[src/rtl/demux1x4_16b_collect.sv]
// demux1x4_16b_collect: collects a 4-slot time-multiplexed sample stream into four frame registers
//   clk, rst (async, active high)   start: frame sync, din_valid/din: sample stream
//   y0..y3: last completed frame    s: next slot index
//   busy: collecting                frame_valid: one-cycle frame-complete pulse
//   err: sticky stray-sample flag, cleared by start
module demux1x4_16b_collect #(
  parameter int WIDTH = 16
) (
  input  logic             clk,
  input  logic             rst,
  input  logic             start,
  input  logic             din_valid,
  input  logic [WIDTH-1:0] din,
  output logic [WIDTH-1:0] y0,
  output logic [WIDTH-1:0] y1,
  output logic [WIDTH-1:0] y2,
  output logic [WIDTH-1:0] y3,
  output logic [1:0]       s,
  output logic             busy,
  output logic             frame_valid,
  output logic             err
);
  typedef enum logic {IDLE, COLLECT} state_t;
  state_t state;
  logic [WIDTH-1:0] sh0, sh1, sh2;
  assign busy = (state == COLLECT);
  always_ff @(posedge clk or posedge rst) begin
    if (rst) begin
      state <= IDLE;
      s <= 2'd0;
      sh0 <= '0;
      sh1 <= '0;
      sh2 <= '0;
      y0 <= '0;
      y1 <= '0;
      y2 <= '0;
      y3 <= '0;
      frame_valid <= 1'b0;
      err <= 1'b0;
    end else begin
      frame_valid <= 1'b0;
      if (start) begin
        // restart wins over everything, including a coinciding slot-3 sample
        state <= COLLECT;
        err <= 1'b0;
        s <= din_valid ? 2'd1 : 2'd0;
        if (din_valid) sh0 <= din;
      end else if (din_valid) begin
        if (state == IDLE) err <= 1'b1;
        else if (s == 2'd3) begin
          // last slot goes straight to y3; the shadow slots publish together
          y0 <= sh0;
          y1 <= sh1;
          y2 <= sh2;
          y3 <= din;
          s <= 2'd0;
          state <= IDLE;
          frame_valid <= 1'b1;
        end else begin
          if (s == 2'd0) sh0 <= din;
          if (s == 2'd1) sh1 <= din;
          if (s == 2'd2) sh2 <= din;
          s <= s + 2'd1;
        end
      end
    end
  end
endmodule

[config.mk]
export PLATFORM = sky130hd
export DESIGN_NAME = demux1x4_16b_collect
export DESIGN_NICKNAME = d
export VERILOG_FILES = /design/src/rtl/demux1x4_16b_collect.sv
export SDC_FILE = /design/constraint.sdc
export NUM_CORES = 1
export LEC_CHECK = 0
export ABC_AREA = 1
export CORE_MARGIN = 1
export CORE_UTILIZATION = 33
export CTS_BUF_LIST = sky130_fd_sc_hd__clkbuf_4 sky130_fd_sc_hd__clkbuf_8
export CTS_CLUSTER_SIZE = 28
export DETAILED_ROUTE_END_ITERATION = 8
export HOLD_SLACK_MARGIN = 0.15
export PLACE_DENSITY_LB_ADDON = 0.1
export SLEW_MARGIN = 25
export SYNTH_ARGS = -nofsm -noshare
export SYNTH_HDL_FRONTEND = slang
export SYNTH_SLANG_ARGS = --single-unit
[constraint.sdc]
create_clock -name clk -period 3.2 [get_ports clk]
set_input_delay 0.32 -clock clk [delete_from_list [all_inputs] [get_ports clk]]
set_output_delay 0.32 -clock clk [all_outputs]
set_load 0.01 [all_outputs]
# Word-level counts from Yosys, hierarchy flattened
# Cells that the tools add are included.
dict set report totals {
  register_bits 117
  in_bits 20
  wordCells 51
}
dict set report classes {
  n_addsub 1
  eq_ne 5
  muxes 22
  n_bitwise 2
  reduce_logical 10
}
# cell count
set ops {}
lappend ops {{16-bit two-way mux} 6}
lappend ops {{1-bit two-way mux} 12}
lappend ops {{5-bit AND reduction} 2}
lappend ops {{2-bit two-way mux} 4}
lappend ops {{4-bit AND reduction} 2}
lappend ops {{2-bit nonzero test} 3}
lappend ops {{2-bit == test, second input constant} 2}
lappend ops {{2-bit inequality test, second input constant} 2}
lappend ops {{2-bit AND reduction} 2}
lappend ops {{2-bit by 1-bit adder with 2-bit output, second input constant} 1}
lappend ops {{2-bit by 1-bit == test with 1-bit output, second input constant} 1}
lappend ops {{2-bit logical NOT} 1}
lappend ops {{1-bit NOT} 2}

# Logic depth before layout (Yosys ltp)
dict set report logic_depth {
  ltp_word 6
  depth_mapped 9
  mapped_depth_nobuf 7
}

# Worst setup path after synthesis
# OpenSTA, ideal clock, no wires.
dict set report synth_timing {
  path_type {flip-flop to flip-flop}
  startpoint {register s[0]}
  endpoint {register sh2[15]}
  setup_time_ns 0.117
  arrival_time_ns 1.369
  t_required_ns 3.083
  setup_slack_ns 1.714
  stages_incl_launch_ff 8
  period_less_slack_ns 1.486
  cell_sequence {dfrtp_1 -> inv_1 -> ha_1 -> clkbuf_1 -> nand3_2 -> buf_2 -> nand2_1 -> nand2_1}
}
dict set report synth_between {
  elab_chain_len 3
  word_cells_on_any_way 4
  classes_between {2 x eq/ne; 1 x bitwise; 1 x reduce/logical}
}
# item line_no
set synth_lines {}
lappend synth_lines {{from (decl)} 18} ;# output logic [1:0] s,
lappend synth_lines {{from (signal assigned)} 46} ;# s <= din_valid ? 2'd1 : 2'd0;
lappend synth_lines {{from (signal assigned)} 63} ;# s <= s + 2'd1;
lappend synth_lines {{2-bit == test} 50} ;# else if (s == 2'd3) begin
lappend synth_lines {{1-bit NOT (no line)} --}
lappend synth_lines {{5-bit AND reduction (no line) *} --}
lappend synth_lines {{to (signal assigned)} 62} ;# if (s == 2'd2) sh2 <= din;
lappend synth_lines {{to (decl)} 25} ;# logic [WIDTH-1:0] sh0, sh1, sh2;
# Every way passes the cells marked *; elsewhere a longest branch is shown, timed or not.
# A chain may end at the register's enable or synchronous reset.

# Final worst setup path
dict set report layout_timing {
  startpoint {register s[0]}
  endpoint {register sh2[6]}
}
# The elaborated chain is that of the path after synthesis.

==> impl_metrics.json <==
{
  "status": "finished clean",
  "syn-cell-area_um2": 4690,
  "grt_first_pass_wirelength_um": 20000,
  "ys_ff_latch": 117,
  "worstMarginPinSlew_ps": 781,
  "required_ps": 3520,
  "ant_nets": 0,
  "die_area_um2": 14700,
  "drt_iter0_drc": 223,
  "worstSetupStartpointType": "register",
  "period_minus_slack_ps": 1910,
  "die_x_um": 121,
  "max_freq_mhz": 523,
  "start_util_pct": 33.8,
  "synthCells": 522,
  "hold_ws_ps": 176,
  "crit_top_cell": "nand2_1",
  "powerDensity_nw_per_um2": 884,
  "slowest_stage": "ha_1",
  "cts_hold_buffers": 0,
  "crit_family": "simple AND/OR/NAND/NOR gates",
  "dr.pass1.iters": 4,
  "clockBufferDepth": 2,
  "drt_wl_total_um": 12100,
  "syn-num-nets": 547,
  "yosysTopAreaCell": "dfrtp_1",
  "max_stage_delay_ps": 560,
  "layout.cells.most_common": "nand2_1",
  "rows": 43,
  "final_max_slew_viol_count": 0,
  "rsz0062_at_grt": "no",
  "yosys.area.top_type_share_pct": 62.5,
  "drc_errors": 0,
  "cts_tree": "done",
  "dp_hpwl_um": 7970,
  "fp.dieH_um": 121,
  "hp-class": "in -> async",
  "fin_crit_sh_pct": 59.7,
  "grt_pass1_vias": 3847,
  "wl_per_cell_um": 15.2,
  "postCtsSetupRepairBufs": 0,
  "synth_area_leaders": "dfrtp_1 (62%), nand2_1 (23%), nand4_1 (4.3%)",
  "path_buf_inv": 1,
  "yosysSeqAreaShare_pct": 62.5,
  "drive_gt1_share_pct": 7.47,
  "coreArea_um2": 13900,
  "place_congestion": 0.794,
  "use_met3_pct": 6.44,
  "portBuffers": 88,
  "final_nets": 629,
  "grt_max_degree": 65,
  "syn_area_per_cell_um2": 8.98,
  "grt_busiest_layer": "met1",
  "crit_chain": "inv_1 -> ha_1 -> nand3_2 -> nand2_1 -> nand2_1",
  "skew_ps": 11.6,
  "met2_usage_pct": 25.6,
  "synth-warning-count": 0,
  "met1_usage_pct": 25.8,
  "antenna_found_initial": 0,
  "crit_type": "reg -> reg",
  "setup_viol": 0,
  "fillCellCount": 1404,
  "hold_viol": 0,
  "path_clk_slew_ps": 70,
  "num_vias": 3712,
  "clock-sinks": 117,
  "cts_made_buffers": 17,
  "critPathArrivalTime_ps": 2230,
  "worstPathMaxFanout": 17,
  "grt_overflow": 0,
  "area_growth_syn_to_layout_pct": 30.1,
  "ir_worst_vdd_v": 0.000316,
  "io_pins": 89,
  "slew-limit-headroom_pct": 47.9,
  "drv_cap": 0,
  "num_antenna_cells": 0,
  "ctsResizeCount": 0,
  "setup_tns_ps": 0,
  "htree_levels": 4,
  "p_leak_nw": 3.14,
  "layout_common_cells": "nand2_1 (283), dfrtp_1 (117), clkdlybuf4s50_1 (88), nand3_1 (33), nand4_1 (32)",
  "clk_latency_ps": 440,
  "worst_setup_path_end_kind": "register",
  "grt.total_usage_pct": 18.2,
  "yosysUniqueCellTypes": 17,
  "clock-root-buffer": "clkbuf_8",
  "viasPerCell": 4.66
}
[cells in the mapped netlist]
cell / number
a21oi_1: 1
clkbuf_1: 5
o21ai_0: 1
buf_4: 6
nand2_1: 284
nand4_1: 32
inv_2: 3
nand3_1: 33
inv_1: 7
ha_1: 5
buf_2: 19
nor2_1: 3
nand3_2: 2
dfrtp_1: 117
a22o_1: 1
nor2_2: 2
nand2_2: 1
[metrics by stage]
stage	util, %	worst slack [ps]	area [um2]	instances	total power, mW
finish	43.9	1290	6100	796	5.39
global route	43.9	1080	6100	796	5.78
CTS	43.9	1280	6100	796	5.47
detailed placement	41.1	996	5700	765	4.10
global placement	41.1	1060	5700	765	4.07
floorplan	-	1450	4690	522	3.14
[worst paths after layout]
check	from	end	slack, ps	cells past startpoint
min in group clk	sh0[8]	y0[8]	470	2
min	rst	y0[14]	180	2
max	s[0]	sh2[6]	1290	5
min reg2reg	sh0[8]	y0[8]	470	2
max in group asynchronous	rst	y2[10]	2200	3
max reg2reg	s[0]	sh2[6]	1290	5
[kinds of logic after synthesis]
logic type / count (synthesis) / share of synthesized area (%)
AOI/OAI and AO/OA: 3 / 0.400
adders and majority gates: 5 / 1.33
buffers and inverters: 40 / 4.19
DFF: 117 / 62.5
and+or+nand+nor: 357 / 31.6
[power breakdown]
part           switching (mW)  leakage, nW  total (mW)  internal [mW]
clock network           0.560        0.210        1.34          0.776
logic                   0.778         1.42        1.66          0.882
registers               0.336         1.51        2.39           2.06
total                    1.67         3.14        5.39           3.72
[metal layers]
| layer | wire length (um) | vias to the layer above |
|---|---|---|
| met2 | 5160 | 99 |
| met5 | 0 | - |
| met4 | 92 | 0 |
| li1 | - | 1825 |
| met3 | 697 | 8 |
| met1 | 6140 | 1780 |
[registers in the layout (all words and copies together), names as in the netlist]
register,cells
y0,16
y2,16
sh0,16
sh2,16
frame_valid,1
y1,16
err,1
busy,1
s,2
sh1,16
y3,16
[final cells by class]
type / count / area, um2 / area share [%]
sequential: 117 / 2930 / 48.0
multi-input combinational: 365 / 1570 / 25.7
timing repair buffer: 93 / 943 / 15.5
clock buffer: 28 / 354 / 5.81
tap: 180 / 225 / 3.69
inverter: 10 / 41.3 / 0.677
clock inverter: 3 / 40.0 / 0.657
Note: power is estimated with default switching activity, not from simulation.
